$ cat config.mk
export PLATFORM = sky130hd
export DESIGN_NAME = shim_integ_window_ctrl_flat
export DESIGN_NICKNAME = d
export VERILOG_FILES = /design/src/rtl/shim_integ_window_ctrl_if.sv /design/src/rtl/shim_integ_window_ctrl.sv /design/src/flat_wrapper.sv
export SDC_FILE = /design/constraint.sdc
export NUM_CORES = 2
export LEC_CHECK = 0
export BUFFER_PORTS_ARGS = -buffer_cell sky130_fd_sc_hd__buf_4
export CAP_MARGIN = 20
export CORE_MARGIN = 1
export CORE_UTILIZATION = 55
export CTS_BUF_LIST = sky130_fd_sc_hd__clkbuf_8
export CTS_CLUSTER_SIZE = 24
export DETAILED_ROUTE_END_ITERATION = 6
export PLACE_DENSITY_LB_ADDON = 0.3
export REMOVE_ABC_BUFFERS = 1
export SLEW_MARGIN = 10
export SYNTH_ARGS = -nofsm -noshare
export SYNTH_HDL_FRONTEND = slang
export SYNTH_SLANG_ARGS = --single-unit
$ cat constraint.sdc
create_clock -name i_spi_clk -period 55.4 [get_ports i_spi_clk]
set_input_delay 11.08 -clock i_spi_clk [delete_from_list [all_inputs] [get_ports i_spi_clk]]
set_output_delay 11.08 -clock i_spi_clk [all_outputs]
set_load 0.01 [all_outputs]
$ cat src/rtl/shim_integ_window_ctrl_if.sv
// Sample bus feeding the over-current integrator: at most one signed sample per cycle,
// tagged with the channel it belongs to.
interface shim_integ_window_ctrl_if #(
    parameter int unsigned NUM_CH   = 8,
    parameter int unsigned SAMPLE_W = 16
) ();
    localparam int unsigned CH_W = $clog2(NUM_CH);

    logic                       sample_valid;
    logic [CH_W-1:0]            sample_ch;
    logic signed [SAMPLE_W-1:0] sample_data;

    modport master (
        output sample_valid,
        output sample_ch,
        output sample_data
    );

    modport slave (
        input sample_valid,
        input sample_ch,
        input sample_data
    );
endinterface

$ cat src/rtl/shim_integ_window_ctrl.sv
// Windowed |sample| integrator: sums each channel over fixed windows, then checks the sums
// one channel per cycle against thresh_avg*window and latches a sticky per-channel fault.
module shim_integ_window_ctrl #(
    parameter int unsigned NUM_CH   = 8,
    parameter int unsigned SAMPLE_W = 16,
    parameter int unsigned ACC_W    = 48
) (
    input  logic                  i_spi_clk,
    input  logic                  i_sync_reset,
    input  logic                  i_spi_en,
    input  logic                  i_integ_en,
    input  logic [31:0]           i_integ_window,
    input  logic [14:0]           i_integ_thresh_avg,
    shim_integ_window_ctrl_if.slave i_smp,
    output logic                  o_window_done,
    output logic                  o_over_thresh,
    output logic [NUM_CH-1:0]     o_over_thresh_ch,
    output logic                  o_cfg_err,
    output logic [1:0]            o_state
);
    localparam int unsigned CH_W = $clog2(NUM_CH);

    typedef enum logic [1:0] {
        StIdle  = 2'd0,
        StArm   = 2'd1,
        StRun   = 2'd2,
        StFault = 2'd3
    } state_t;

    state_t              r_state;
    logic [31:0]         r_win;
    logic [31:0]         r_cnt;
    logic [ACC_W-1:0]    r_limit;
    logic [ACC_W-1:0]    r_acc  [NUM_CH];
    logic [ACC_W-1:0]    r_snap [NUM_CH];
    logic                r_chk_active;
    logic [CH_W-1:0]     r_chk_idx;
    logic [NUM_CH-1:0]   r_flags;
    logic                r_window_done;
    logic                r_over_thresh;
    logic [NUM_CH-1:0]   r_over_thresh_ch;
    logic                r_cfg_err;

    logic [SAMPLE_W-1:0] w_raw;
    logic [SAMPLE_W-1:0] w_abs;
    logic [ACC_W-1:0]    w_abs_ext;
    logic [46:0]         w_prod;
    logic [ACC_W-1:0]    w_limit;
    logic                w_win_end;
    logic [ACC_W-1:0]    w_acc_next [NUM_CH];
    logic                w_flag;
    logic                w_last;
    logic [NUM_CH-1:0]   w_flags_all;

    // Two's-complement magnitude; the most negative sample maps to 2^(SAMPLE_W-1) unsigned.
    assign w_raw     = $unsigned(i_smp.sample_data);
    assign w_abs     = w_raw[SAMPLE_W-1] ? (~w_raw + 1'b1) : w_raw;
    assign w_abs_ext = ACC_W'(w_abs);

    assign w_prod    = 47'(i_integ_thresh_avg) * 47'(i_integ_window);
    assign w_limit   = ACC_W'(w_prod);
    assign w_win_end = (r_cnt == (r_win - 32'd1));

    always_comb begin
        for (int i = 0; i < NUM_CH; i++) begin
            w_acc_next[i] = r_acc[i];
            if (i_smp.sample_valid && (i_smp.sample_ch == CH_W'(i))) begin
                w_acc_next[i] = r_acc[i] + w_abs_ext;
            end
        end
    end

    assign w_flag      = (r_snap[r_chk_idx] > r_limit);
    assign w_last      = (r_chk_idx == CH_W'(NUM_CH - 1));
    assign w_flags_all = r_flags | (NUM_CH'(w_flag) << r_chk_idx);

    always_ff @(posedge i_spi_clk or posedge i_sync_reset) begin
        if (i_sync_reset) begin
            r_state          <= StIdle;
            r_win            <= '0;
            r_cnt            <= '0;
            r_limit          <= '0;
            r_chk_active     <= 1'b0;
            r_chk_idx        <= '0;
            r_flags          <= '0;
            r_window_done    <= 1'b0;
            r_over_thresh    <= 1'b0;
            r_over_thresh_ch <= '0;
            r_cfg_err        <= 1'b0;
            for (int i = 0; i < NUM_CH; i++) begin
                r_acc[i]  <= '0;
                r_snap[i] <= '0;
            end
        end else begin
            r_window_done <= 1'b0;
            if (!i_spi_en) begin
                r_state          <= StIdle;
                r_chk_active     <= 1'b0;
                r_over_thresh    <= 1'b0;
                r_over_thresh_ch <= '0;
                r_cfg_err        <= 1'b0;
            end else begin
                unique case (r_state)
                    StIdle: begin
                        r_chk_active <= 1'b0;
                        if (i_integ_en) begin
                            r_state <= StArm;
                        end
                    end
                    StArm: begin
                        r_win        <= i_integ_window;
                        r_limit      <= w_limit;
                        r_cnt        <= '0;
                        r_chk_active <= 1'b0;
                        r_chk_idx    <= '0;
                        r_flags      <= '0;
                        for (int i = 0; i < NUM_CH; i++) begin
                            r_acc[i] <= '0;
                        end
                        if (i_integ_window < 32'(NUM_CH + 2)) begin
                            r_cfg_err <= 1'b1;
                            r_state   <= StFault;
                        end else begin
                            r_state <= StRun;
                        end
                    end
                    StRun: begin
                        if (!i_integ_en) begin
                            r_state      <= StIdle;
                            r_chk_active <= 1'b0;
                        end else begin
                            // The sample arriving on the last cycle still belongs to this window.
                            if (w_win_end) begin
                                r_cnt        <= '0;
                                r_chk_active <= 1'b1;
                                r_chk_idx    <= '0;
                                r_flags      <= '0;
                                for (int i = 0; i < NUM_CH; i++) begin
                                    r_snap[i] <= w_acc_next[i];
                                    r_acc[i]  <= '0;
                                end
                            end else begin
                                r_cnt <= r_cnt + 32'd1;
                                for (int i = 0; i < NUM_CH; i++) begin
                                    r_acc[i] <= w_acc_next[i];
                                end
                            end
                            // Window length >= NUM_CH+2, so a check never overlaps the next end.
                            if (r_chk_active) begin
                                if (w_last) begin
                                    r_chk_active  <= 1'b0;
                                    r_window_done <= 1'b1;
                                    if (|w_flags_all) begin
                                        r_over_thresh    <= 1'b1;
                                        r_over_thresh_ch <= r_over_thresh_ch | w_flags_all;
                                        r_state          <= StFault;
                                    end
                                end else begin
                                    r_chk_idx <= r_chk_idx + 1'b1;
                                    r_flags   <= w_flags_all;
                                end
                            end
                        end
                    end
                    StFault: begin
                        r_chk_active <= 1'b0;
                    end
                    default: begin
                        r_state <= StIdle;
                    end
                endcase
            end
        end
    end

    assign o_window_done    = r_window_done;
    assign o_over_thresh    = r_over_thresh;
    assign o_over_thresh_ch = r_over_thresh_ch;
    assign o_cfg_err        = r_cfg_err;
    assign o_state          = r_state;
endmodule

$ cat src/flat_wrapper.sv
// flat-port wrapper written by rule: the top's interface ports become plain ports
module shim_integ_window_ctrl_flat 
#(
    parameter int unsigned NUM_CH   = 8,
    parameter int unsigned SAMPLE_W = 16,
    parameter int unsigned ACC_W    = 48
)
  (i_spi_clk, i_sync_reset, i_spi_en, i_integ_en, i_integ_window, i_integ_thresh_avg, o_window_done, o_over_thresh, o_over_thresh_ch, o_cfg_err, o_state, i_smp_sample_valid, i_smp_sample_ch, i_smp_sample_data);
  shim_integ_window_ctrl_if #(.NUM_CH(NUM_CH), .SAMPLE_W(SAMPLE_W)) i_smp_i ();
  input  logic i_spi_clk;
  input  logic i_sync_reset;
  input  logic i_spi_en;
  input  logic i_integ_en;
  input  logic [31:0] i_integ_window;
  input  logic [14:0] i_integ_thresh_avg;
  output logic o_window_done;
  output logic o_over_thresh;
  output logic [NUM_CH-1:0] o_over_thresh_ch;
  output logic o_cfg_err;
  output logic [1:0] o_state;
  input wire logic [$bits(i_smp_i.sample_valid)-1:0] i_smp_sample_valid;
  input wire logic [$bits(i_smp_i.sample_ch)-1:0] i_smp_sample_ch;
  input wire logic [$bits(i_smp_i.sample_data)-1:0] i_smp_sample_data;
  assign i_smp_i.sample_valid = i_smp_sample_valid;
  assign i_smp_i.sample_ch = i_smp_sample_ch;
  assign i_smp_i.sample_data = i_smp_sample_data;
  shim_integ_window_ctrl #(.NUM_CH(NUM_CH), .SAMPLE_W(SAMPLE_W), .ACC_W(ACC_W)) u_core (.i_spi_clk(i_spi_clk), .i_sync_reset(i_sync_reset), .i_spi_en(i_spi_en), .i_integ_en(i_integ_en), .i_integ_window(i_integ_window), .i_integ_thresh_avg(i_integ_thresh_avg), .i_smp(i_smp_i), .o_window_done(o_window_done), .o_over_thresh(o_over_thresh), .o_over_thresh_ch(o_over_thresh_ch), .o_cfg_err(o_cfg_err), .o_state(o_state));
endmodule
==> results.sh <==
export IMPL_track_usage_pct=29.0
export IMPL_crit_arrival_ps=17880
export IMPL_synthArstFlopShare_pct=100
export IMPL_avgSynthCellArea_sq_um=9.09
export IMPL_critical_path_required_ps=56070
export IMPL_grt_pass1_wl_mm=293
export IMPL_ant_nets=0
export IMPL_cts_clk_slew_worst_paths_ps=60
export IMPL_gr_total_overflow=0
export IMPL_synth_cell_area_sq_mm=0.0678
export IMPL_setup_tns_final_ps=0
export IMPL_p_leak_nw=33.0
export IMPL_synth_seq_cells=904
export IMPL_cts_hold_buffers_added=0
export IMPL_die_w_um=353
export IMPL_synth_flop_cell="dfrtp_1"
export IMPL_path_buf_inv=8
export IMPL_wl_per_cell_um=19.6
export IMPL_post_cts_buffers=0
export IMPL_hold_viol_final=0
export IMPL_synth_top_area_share_pct=33.4
export IMPL_vias_per_cell=6.03
export IMPL_synth_top_area_cell="dfrtp_1"
export IMPL_fin_total_pwr_mw=3.05
export IMPL_whs_ps=463
export IMPL_synth_cells=7461
export IMPL_path_delay_family="adder cells"
export IMPL_h_tree_depth=4
export IMPL_drv_cap=0
export IMPL_dp_hpwl_mm=126
export IMPL_die_area_sq_mm=0.125
export IMPL_antenna_found_initial=1
export IMPL_clk_latency_ps=860
export IMPL_ir_drop_mv=0.0649
export IMPL_finalSetupViolCount=0
export IMPL_end_kind="flip-flop"
export IMPL_dr_pass1_iters=6
export IMPL_start_kind="input port"
export IMPL_ctsRootBufferMaster="clkbuf_8"
export IMPL_cts_tree="done"
export IMPL_cp_slowest_stage_delay_ps=540
export IMPL_final_layout_size_suffix_gt1_share_pct=8.36
export IMPL_min_path_type="reg2reg"
export IMPL_initial_core_util_pct=55.6
export IMPL_relSlewSlack_pct=18.9
export IMPL_port_buffers=83
export IMPL_crit_fanout=32
export IMPL_cts_buffer_depth=3
export IMPL_crit_path_top_delay_cell="fa_1"
export IMPL_core_area_sq_mm=0.122
export IMPL_routed_wl_mm=179
export IMPL_synth_edff_count=0
export IMPL_period_share_pct=31.1
export IMPL_tightest_slew_ps=1220
export IMPL_n_fill_cell=10300
export IMPL_first_iter_violations=4985
export IMPL_die_h_um=353
export IMPL_route_detailed_drc=0
export IMPL_drv_slew=0
export IMPL_post_cts_resized=0
export IMPL_ys_types=83
export IMPL_grt_max_degree=204
export IMPL_outcome="finished, final reports clean"
export IMPL_power_density_mw_per_mm2=41.9
export IMPL_skew_ps=50.4
export IMPL_ios=84
export IMPL_grt_pass1_vias=54500
export IMPL_critPathKind="in2reg"
export IMPL_synthTopCellsByArea="dfrtp_1, fa_1, nand2_1, o21ai_0, ha_1"
export IMPL_vias=55000
export IMPL_final_nets=8122
export IMPL_fmax_mhz=58.1
export IMPL_area_growth_pct=7.53
export IMPL_gp_congestion=0.894
export IMPL_rsz0062_at_grt="false"
export IMPL_yosysWarnings=0
export IMPL_row_count=128
export IMPL_numCtsBuffers=157
export IMPL_ys_seq_area_share_pct=33.4
export IMPL_cts_sinks=904
export IMPL_post_route_min_period_ps=17210
export IMPL_post_route_util_pct=59.8
state kept, by name, indices dropped and copies added, names as in the netlist, 2 cells and up:
register                 cells
u_core.r_win                32
u_core.o_state               2
u_core.r_cnt                32
u_core.o_over_thresh_ch      8
u_core.r_acc               384
u_core.r_snap              384
u_core.r_flags               8
u_core.r_limit              47
u_core.r_chk_idx             3
through the flow:
stage	worst slack, ps	area, sq um	std cells
floorplan	18910	66000	7036
global placement	37410	69400	8822
detailed placement	37460	69400	8822
CTS	38320	72900	9111
global route	37740	72900	9116
finish	38190	72900	9116
synthesized netlist by cell type (63+ instances only):
library cell,instances
and2_1,316
o21ai_0,758
fa_1,396
xnor2_1,243
nand4_1,66
dfrtp_1,904
o31ai_1,68
a31oi_1,194
xor2_1,202
nor3_1,83
ha_1,295
a21o_1,95
nand3_1,140
nand2b_1,63
nand2_1,1230
clkbuf_1,290
buf_2,74
and3_1,116
mux4_2,96
inv_1,572
a21oi_1,293
nor2_1,208
kinds of logic (layout without fill, tap and decap cells):
group	Yosys count	after routing	share of synthesized area, %
XOR/XNOR	445	445	5.75
other	0	1	0
buffers and inverters	997	1026	5.85
multiplexers	217	217	5.16
AND/OR/NAND/NOR	2452	2452	17.2
adder cells (fa/ha/maj)	691	691	17.1
flip-flops	904	904	33.4
AO/OA/AOI/OAI	1755	1755	15.6
worst paths after layout:
| path | startpoint | endpoint | slack, ps | cells after the start |
|---|---|---|---|---|
| worst max-delay path | i_integ_thresh_avg[0] | u_core.r_limit[45] | 38190 | 26 |
| worst max register to register | u_core.r_win[4] | u_core.r_snap[285] | 49170 | 10 |
| worst min register to register | u_core.r_acc[189] | u_core.r_acc[189] | 460 | 1 |
| min in group asynchronous | i_sync_reset | u_core.r_flags[7] | 10320 | 2 |
| max in group asynchronous | i_sync_reset | u_core.r_snap[280] | 41260 | 6 |
| worst min-delay path | u_core.r_acc[189] | u_core.r_acc[189] | 460 | 1 |
metal layers:
metal	GRT usage, %	vias up	part of all wire [%]	wire length [um]
li1	-	25400	-	-
met1	41.1	27300	44	78900
met2	45.8	1938	46	83100
met3	4.26	340	6.7	12000
met4	9.45	0	2.8	4970
met5	0	-	0	0
power breakdown:
part	switching (mW)	internal (mW)
Clock	0.300	0.365
Combinational	0.999	0.661
Sequential	0.0344	0.695
layout by cell type (no fill, tap or decap), types with 42 or more instances in the layout:
cell type and instances:
nor2_1 206, mux4_2 96, nor4_1 43, a22o_1 59, nand4_1 66, a21oi_1 293
mux2_2 49, and2_1 315, o31ai_1 67, fa_1 396, clkbuf_8 217, a21o_1 95
a31oi_1 194, xnor2_1 242, or3_1 43, nor3_1 81, nor2b_1 42, nand3_1 140
buf_4 158, ha_1 295, nand2_1 1228, inv_1 607, mux2i_1 59, xor2_1 202
dfrtp_1 901, nand2b_1 63, and3_1 116, o21ai_0 756
area by class of cell:
type | instances | area [sq um] | area share [%]
Sequential cell | 904 | 22600 | 31.0
Timing Repair Buffer | 165 | 1330 | 1.82
Clock buffer | 217 | 2990 | 4.10
Antenna cell | 1 | 2.50 | 0.00343
Clock inverter | 72 | 469 | 0.643
Inverter | 572 | 2150 | 2.95
Tap cell | 1625 | 2030 | 2.79
Multi-Input combinational cell | 5560 | 41300 | 56.7
worst register-to-register path, stage by stage, from the launching register on:
cell and delay, ps:
dfrtp_1 460, nor3_1 560, nand4_1 730, or4_1 760, nor4_1 670, nor2b_1 110
nand4_1 290, or4_4 660, buf_4 740, buf_4 810, o21ai_0 280
Power figures use the tool's default switching activity.
